### config.mk
export PLATFORM = sky130hd
export DESIGN_NAME = turn_signal_ctrl
export DESIGN_NICKNAME = d
export VERILOG_FILES = /design/src/rtl/turn_signal_ctrl.sv
export SDC_FILE = /design/constraint.sdc
export NUM_CORES = 1
export LEC_CHECK = 0
export BUFFER_PORTS_ARGS = -buffer_cell sky130_fd_sc_hd__clkbuf_2
export CORE_MARGIN = 2
export CORE_UTILIZATION = 40
export CTS_BUF_LIST = sky130_fd_sc_hd__clkbuf_8
export DETAILED_ROUTE_END_ITERATION = 6
export GPL_ROUTABILITY_DRIVEN = 1
export HOLD_SLACK_MARGIN = 0.05
export PLACE_DENSITY = 0.66
export SLEW_MARGIN = 10
export SYNTH_ARGS = -nofsm -noshare
export SYNTH_HDL_FRONTEND = slang
export SYNTH_SLANG_ARGS = --single-unit
### constraint.sdc
create_clock -name clk -period 1.1 [get_ports clk]
set_input_delay 0.055 -clock clk [delete_from_list [all_inputs] [get_ports clk]]
set_output_delay 0.055 -clock clk [all_outputs]
set_load 0.02 [all_outputs]
### src/rtl/turn_signal_ctrl.sv
// Turn-signal request controller.
// Synchronizes and debounces the left/right stalk contacts and the hazard
// push-button, turns the hazard button into a press-to-toggle mode, and
// produces registered left/right requests plus a free-running step strobe
// for the downstream tail-light sequencer.
module turn_signal_ctrl #(
    parameter int DEB_CYCLES = 4,
    parameter int TICK_DIV   = 8
) (
    input  logic clk,
    input  logic reset,
    input  logic left_sw,
    input  logic right_sw,
    input  logic hazard_btn,
    output logic left,
    output logic right,
    output logic hazard_on,
    output logic step
);

    localparam int CW = $clog2(DEB_CYCLES + 1);
    localparam int TW = $clog2(TICK_DIV);
    localparam logic [CW-1:0] CNT_LAST  = CW'(DEB_CYCLES - 1);
    localparam logic [TW-1:0] TICK_LAST = TW'(TICK_DIV - 1);

    // Bit positions shared by all per-input vectors.
    localparam int IDX_L = 0;
    localparam int IDX_R = 1;
    localparam int IDX_H = 2;

    logic [2:0]    raw_s;
    logic [2:0]    sync1_q;
    logic [2:0]    sync2_q;
    logic [2:0]    deb_q;
    logic [2:0]    deb_d;
    logic [CW-1:0] cnt_q [0:2];
    logic [CW-1:0] cnt_d [0:2];

    logic          hz_prev_q;
    logic          hazard_q;
    logic          hazard_d;
    logic          left_q;
    logic          right_q;
    logic [TW-1:0] tcnt_q;
    logic [TW-1:0] tcnt_d;
    logic          step_q;
    logic          step_d;

    assign raw_s = {hazard_btn, right_sw, left_sw};

    // Two-flop synchronizers for the three raw contacts.
    always_ff @(posedge clk) begin
        if (reset) begin
            sync1_q <= 3'b000;
            sync2_q <= 3'b000;
        end else begin
            sync1_q <= raw_s;
            sync2_q <= sync1_q;
        end
    end

    // Debounce: accept a new level only after DEB_CYCLES consecutive mismatches.
    always_comb begin
        deb_d = deb_q;
        for (int i = 0; i < 3; i++) begin
            cnt_d[i] = cnt_q[i];
            if (sync2_q[i] == deb_q[i]) begin
                cnt_d[i] = '0;
            end else if (cnt_q[i] == CNT_LAST) begin
                deb_d[i] = sync2_q[i];
                cnt_d[i] = '0;
            end else begin
                cnt_d[i] = cnt_q[i] + CW'(1);
            end
        end
    end

    // Debounced levels and their stability counters.
    always_ff @(posedge clk) begin
        if (reset) begin
            deb_q <= 3'b000;
            for (int i = 0; i < 3; i++) begin
                cnt_q[i] <= '0;
            end
        end else begin
            deb_q <= deb_d;
            for (int i = 0; i < 3; i++) begin
                cnt_q[i] <= cnt_d[i];
            end
        end
    end

    // Hazard mode flips once per accepted press; releases are ignored.
    always_comb begin
        if (deb_q[IDX_H] && !hz_prev_q) begin
            hazard_d = ~hazard_q;
        end else begin
            hazard_d = hazard_q;
        end
    end

    // Hazard edge detector, hazard mode and the left/right request registers.
    always_ff @(posedge clk) begin
        if (reset) begin
            hz_prev_q <= 1'b0;
            hazard_q  <= 1'b0;
            left_q    <= 1'b0;
            right_q   <= 1'b0;
        end else begin
            hz_prev_q <= deb_q[IDX_H];
            hazard_q  <= hazard_d;
            left_q    <= deb_q[IDX_L] | hazard_q;
            right_q   <= deb_q[IDX_R] | hazard_q;
        end
    end

    // Step interval counter; the strobe is decoded from the next count so it
    // is registered yet lines up with the cycle in which tcnt is at its top.
    always_comb begin
        if (tcnt_q == TICK_LAST) begin
            tcnt_d = '0;
        end else begin
            tcnt_d = tcnt_q + TW'(1);
        end
        step_d = (tcnt_d == TICK_LAST);
    end

    // Free-running step counter and strobe register.
    always_ff @(posedge clk) begin
        if (reset) begin
            tcnt_q <= '0;
            step_q <= 1'b0;
        end else begin
            tcnt_q <= tcnt_d;
            step_q <= step_d;
        end
    end

    assign left      = left_q;
    assign right     = right_q;
    assign hazard_on = hazard_q;
    assign step      = step_q;

endmodule

=== Yosys cells after proc, flatten, opt, wreduce, memory -nomap -nowiden ===
Memory sizes are Yosys's and may differ from the RTL's.
Cells that the tools add are included.

* Memory bits (writable): 9
* Latch bits: 0
* Register bits: 17
* Bits in read-only memories: 0
* Memories kept: 1

* $add $sub $neg: 4
* Reductions and logical operators: 5
* Multiplexer cells: 13
* Bitwise logic cells: 9
* Div/mod/pow operators: 0
* Order comparisons: 0
* Multipliers: 0
* Eq/ne operators: 8
* Shift operators: 0

{| class="wikitable"
|+ Memory list
! name !! words !! width !! read ports !! clocked after memory_dff !! wr ports !! RTL line !! source
|-
| cnt_q || 3 || 3 || 3 || 0 || 3 || 36 || <nowiki>logic [CW-1:0] cnt_q [0:2];</nowiki>
|}

{| class="wikitable"
|+ Operators by type and width
! kind !! number
|-
| two-way mux 3 bit || 10
|-
| adder 3 x 1 -> 3 bit (second input constant) || 4
|-
| equality test 3 x 2 -> 1 bit (second input constant) || 3
|-
| equality test 3 bit (second input constant) || 2
|-
| AND reduction 2 bit || 3
|-
| bitwise OR 1 bit || 5
|-
| inverter 1 bit || 4
|-
| equality test 1 bit || 3
|-
| two-way mux 1 bit || 3
|-
| logical AND 1 bit || 1
|-
| zero test 1 bit || 1
|}

=== Longest topological paths before layout ===
* Word-level depth: 4
* Gate-level depth with buffers: 4
* Gate-level depth less buffers: 4

=== Worst setup path before layout ===
Ideal clock, no wire load.

* Kind: register to register
* From: register tcnt_q[0]
* To: register step_q (netlist: step)
* Data arrival time: 1.001 ns
* Slack: -0.016 ns
* Period minus slack after synthesis: 1.116 ns
* Cell stages (with the launch flop): 5
* Cells stage by stage: dfxtp_1 ha_1 ha_1 nor2b_1 and2_1

* Cells in the longest elaborated chain, start to end: 3
* Elaborated cells on any way between the ends: 4
* Classes of those cells: 1 x add/sub; 2 x eq/ne; 1 x mux

{| class="wikitable"
|+ RTL lines
! what !! RTL line !! source
|-
| start: declaration || 44 || <nowiki>logic [TW-1:0] tcnt_q;</nowiki>
|-
| start signal: assignment || 134 || <nowiki>tcnt_q <= tcnt_d;</nowiki>
|-
| adder 3 x 1 -> 3 bit / equality test 3 bit (equally long branches) || 123, 120 ||
|-
| two-way mux 3 bit (*) || 120 || <nowiki>if (tcnt_q == TICK_LAST) begin</nowiki>
|-
| named net tcnt_d[2] || 45 || <nowiki>logic [TW-1:0] tcnt_d;</nowiki>
|-
| equality test 3 bit (*) || 125 || <nowiki>step_d = (tcnt_d == TICK_LAST);</nowiki>
|-
| end signal: assignment || 135 || <nowiki>step_q <= step_d;</nowiki>
|-
| end: declaration || 46 || <nowiki>logic step_q;</nowiki>
|}

Mark *: on every way through the listed nets, which the timed path passes. The rest lies on a longest branch.
A chain may end at the register's enable or synchronous reset.

=== Final worst setup path ===
Ends and elaborated chain as after synthesis.

==> summary.txt <==
Clocking
  • Clock tree from TritonCTS: yes
  • H-tree Lvls: 1
  • Clock-pin slew on the worst setup and hold paths: 90 ps
  • Clk_lat worst skew: between 200 and 300 ps
  • CTS Buf Count: 3
  • Clock root buffer: clkbuf_8
  • CTS sink cnt: 26
  • Maximum clock path buffer count: 2

Power
  • Sw Share: 0.186
  • PD cells: about 1400 mW/mm²
  • Pint: about 1.5 mW
  • Clock Power Share: 0.418
  • NetSw: between 0.3 and 0.4 mW
  • Register share of total power: 0.530
  • Max VDD drop: 0.000863 V
  • Share of total power in combinational logic: 0.052
  • Pwr Total: around 1.9 mW
  • Pleak: 0.476 nW

STA
  • Worst setup margin: 34.1 ps
  • Final Hold Viols: 0
  • Worst hold margin: roughly 84 ps
  • Slew @ Worst Pin: between 300 and 400 ps
  • Final setup vio count: 0
  • RSZ-0062 raised after global routing: true
  • Slew headroom: 0.735
  • Fin. max-slew vios: 0
  • Tmin final: around 1100 ps
  • Final clock skew: between 3 and 4 ps
  • Final critical-path share of the clock period: 0.969
  • Fmax: around 0.94 GHz

Floorplan
  • # IOs: 9
  • Row count: 17
  • Die height: around 53 µm
  • Die Area: ~0.0029 mm²
  • Die width: roughly 53 µm
  • Initial core utilization: 0.433
  • Core area: 0.00225 mm²

Placed design
  • PortBufs: 8
  • Setup WS pre-CTS: -47.9 ps
  • Gpl congestion: around 0.66
  • Area after DPL: 0.00107 mm²
  • Post-DP HPWL: ~900 µm

Synth
  • Cells taking the most area after synthesis: dfxtp_1 53%, ha_1 12%, nor4_2 7.7%
  • Synthesis Warnings: 0
  • Synth cell count leaders: 26 x dfxtp_1, 10 x nor2b_1, 9 x ha_1, 9 x nor2_1, 6 x nor4_2
  • Async set-reset flop share out of synthesis: 0
  • Post-Synthesis Cell Area: about 1000 µm²
  • Post-synth EDFFs: 0
  • Cell taking the most area after synthesis: dfxtp_1
  • Post-Synthesis Cells: between 70 and 80
  • Main synth FF type: dfxtp_1
  • Sequential-to-total area share from yosys stat: 0.533
  • Most common cell in the netlist: dfxtp_1
  • Net Count, Synth: 93
  • Yosys reg bits: 26
  • Synth top area share: 0.533
  • Yosys cell types: 13
  • Syn avg cell area: approximately 12 µm²

Setup path
  • Crit end category: flop
  • Worst EP required: about 1300 ps
  • CP Launch Type: flop
  • Critical path peak fanout: 2
  • Worst EP arrival: between 1000 and 1500 ps
  • Kind of critical path: flop to flop

Route
  • Starting DRT DRC Count: 0
  • Met2 WL: about 600 µm
  • Vias per cell: approximately 4.6
  • Routed met1 length: 613 µm
  • Vias: ~580
  • DR WL/cell: 10.3 µm
  • WL final: between 1000 and 1500 µm
  • Remaining antenna violation count: 0
  • 1st-pass router iterations: 1
  • Met3 wire len: around 40 µm
  • Residual DRC count: 0
  • Top Layer Used: met4

Final layout
  • Layout Nets: ~110
  • Diode count: 0
  • Final Cell Area: ~0.0013 mm²
  • Area Overhead vs Synth: 31.4%
  • Layout cells sized above 1: 0.459

Global routing
  • GR Overflow Total: 0
  • First-pass GRT wire length: approximately 2200 µm
  • Largest net degree at the start of global routing: 16
  • Total track usage: 0.115
  • Initial antenna violation count: 0
  • Vias in the first global route: approximately 560

Status
  • Status: completed

Min path
  • HP Class: input port to flop

Flow run
  • MaxCap Viol Count: 0
## critical path, cell delays in order, from the launching register on
cell	delay (ps)
dfxtp_2	340
ha_4	160
ha_4	200
nor2b_4	120
and2_1	150
## layout make-up
class | count | area [µm²]
fillers | 205 | 971
flip-flops and latches | 26 | 528
multi-input cells | 46 | 512
repair buffers | 18 | 123
clock buffers | 3 | 41.3
well taps | 28 | 35.0
clock inverters | 1 | 30.0
inverters | 4 | 15.0
## power groups by stage
| stage | Clock, mW | Sequential, mW | Combinational (mW) |
|---|---|---|---|
| 2_1_floorplan | 0 | 0.996 | 0.0561 |
| 3_3_place_gp | 0 | 0.996 | 0.0746 |
| 3_5_place_dp | 0 | 0.997 | 0.0776 |
| 4_1_cts | 0.790 | 0.977 | 0.0934 |
| 5_1_grt | 0.840 | 0.985 | 0.107 |
| 6_report | 0.774 | 0.981 | 0.0970 |
## cells in the final DEF (no fill, tap or decap)
master,netlist,layout
ha_2,0,2
bufinv_16,0,1
nor4b_4,0,1
buf_4,0,7
xnor2_1,3,2
xnor2_2,0,1
ha_1,9,1
nor2_1,9,9
dfxtp_1,26,20
nor4b_2,3,2
mux2_2,1,1
dfxtp_2,0,6
clkbuf_2,0,8
nor2b_4,0,1
dlygate4sd3_1,0,3
nor4_2,6,6
nor2b_1,10,9
nor3_1,1,1
inv_1,4,4
ha_4,0,6
clkbuf_8,0,3
mux2i_1,3,3
and2_1,1,1
## routing by layer
layer / vias to the layer above / track usage
met4: 0 / 0.0769
met1: 269 / 0.131
met5: - / 0
met2: 8 / 0.179
li1: 301 / -
met3: 4 / 0.0424
## what timing repair did
item	CTS	global route
gates resized for setup	12	10
hold buffers	3	0
setup buffers	0	0
setup endpoints to repair	11	8
gates cloned	0	0
pin swaps	1	1
endpoints found under the hold margin	3	0
## state kept, by name, summed over array words and instances, names as in the netlist
name       flops
sync1_q        3
hazard_on      1
step           1
cnt_q          9
right          1
sync2_q        3
deb_q          3
tcnt_q         3
hz_prev_q      1
left           1
## path summary, 6_finish.rpt
path	slack, ps	cells after the start	from	end
worst max-delay path	30	4	tcnt_q[0]	step
worst min-delay path	80	2	reset	tcnt_q[1]
worst max register to register	30	4	tcnt_q[0]	step
worst min register to register	440	1	sync1_q[2]	sync2_q[2]
## cell families (layout without fill, tap and decap cells)
group | count (synthesis) | after routing | share of synthesized area
buffers and inverters | 7 | 26 | 0.0499
DFF | 26 | 26 | 0.533
and+or+nand+nor | 30 | 30 | 0.233
muxes | 4 | 4 | 0.0423
xor gates and xnor gates | 3 | 3 | 0.0269
adders and majority gates | 9 | 9 | 0.115
## per-stage QoR
step,TNS (ps),util,cells
6_report,0,0.569,126
3_3_place_gp,-36.4,0.476,119
3_5_place_dp,-256,0.476,119
5_1_grt,-11.9,0.569,126
4_1_cts,0,0.549,126
2_1_floorplan,0,-,79
Power figures use the tool's default switching activity.
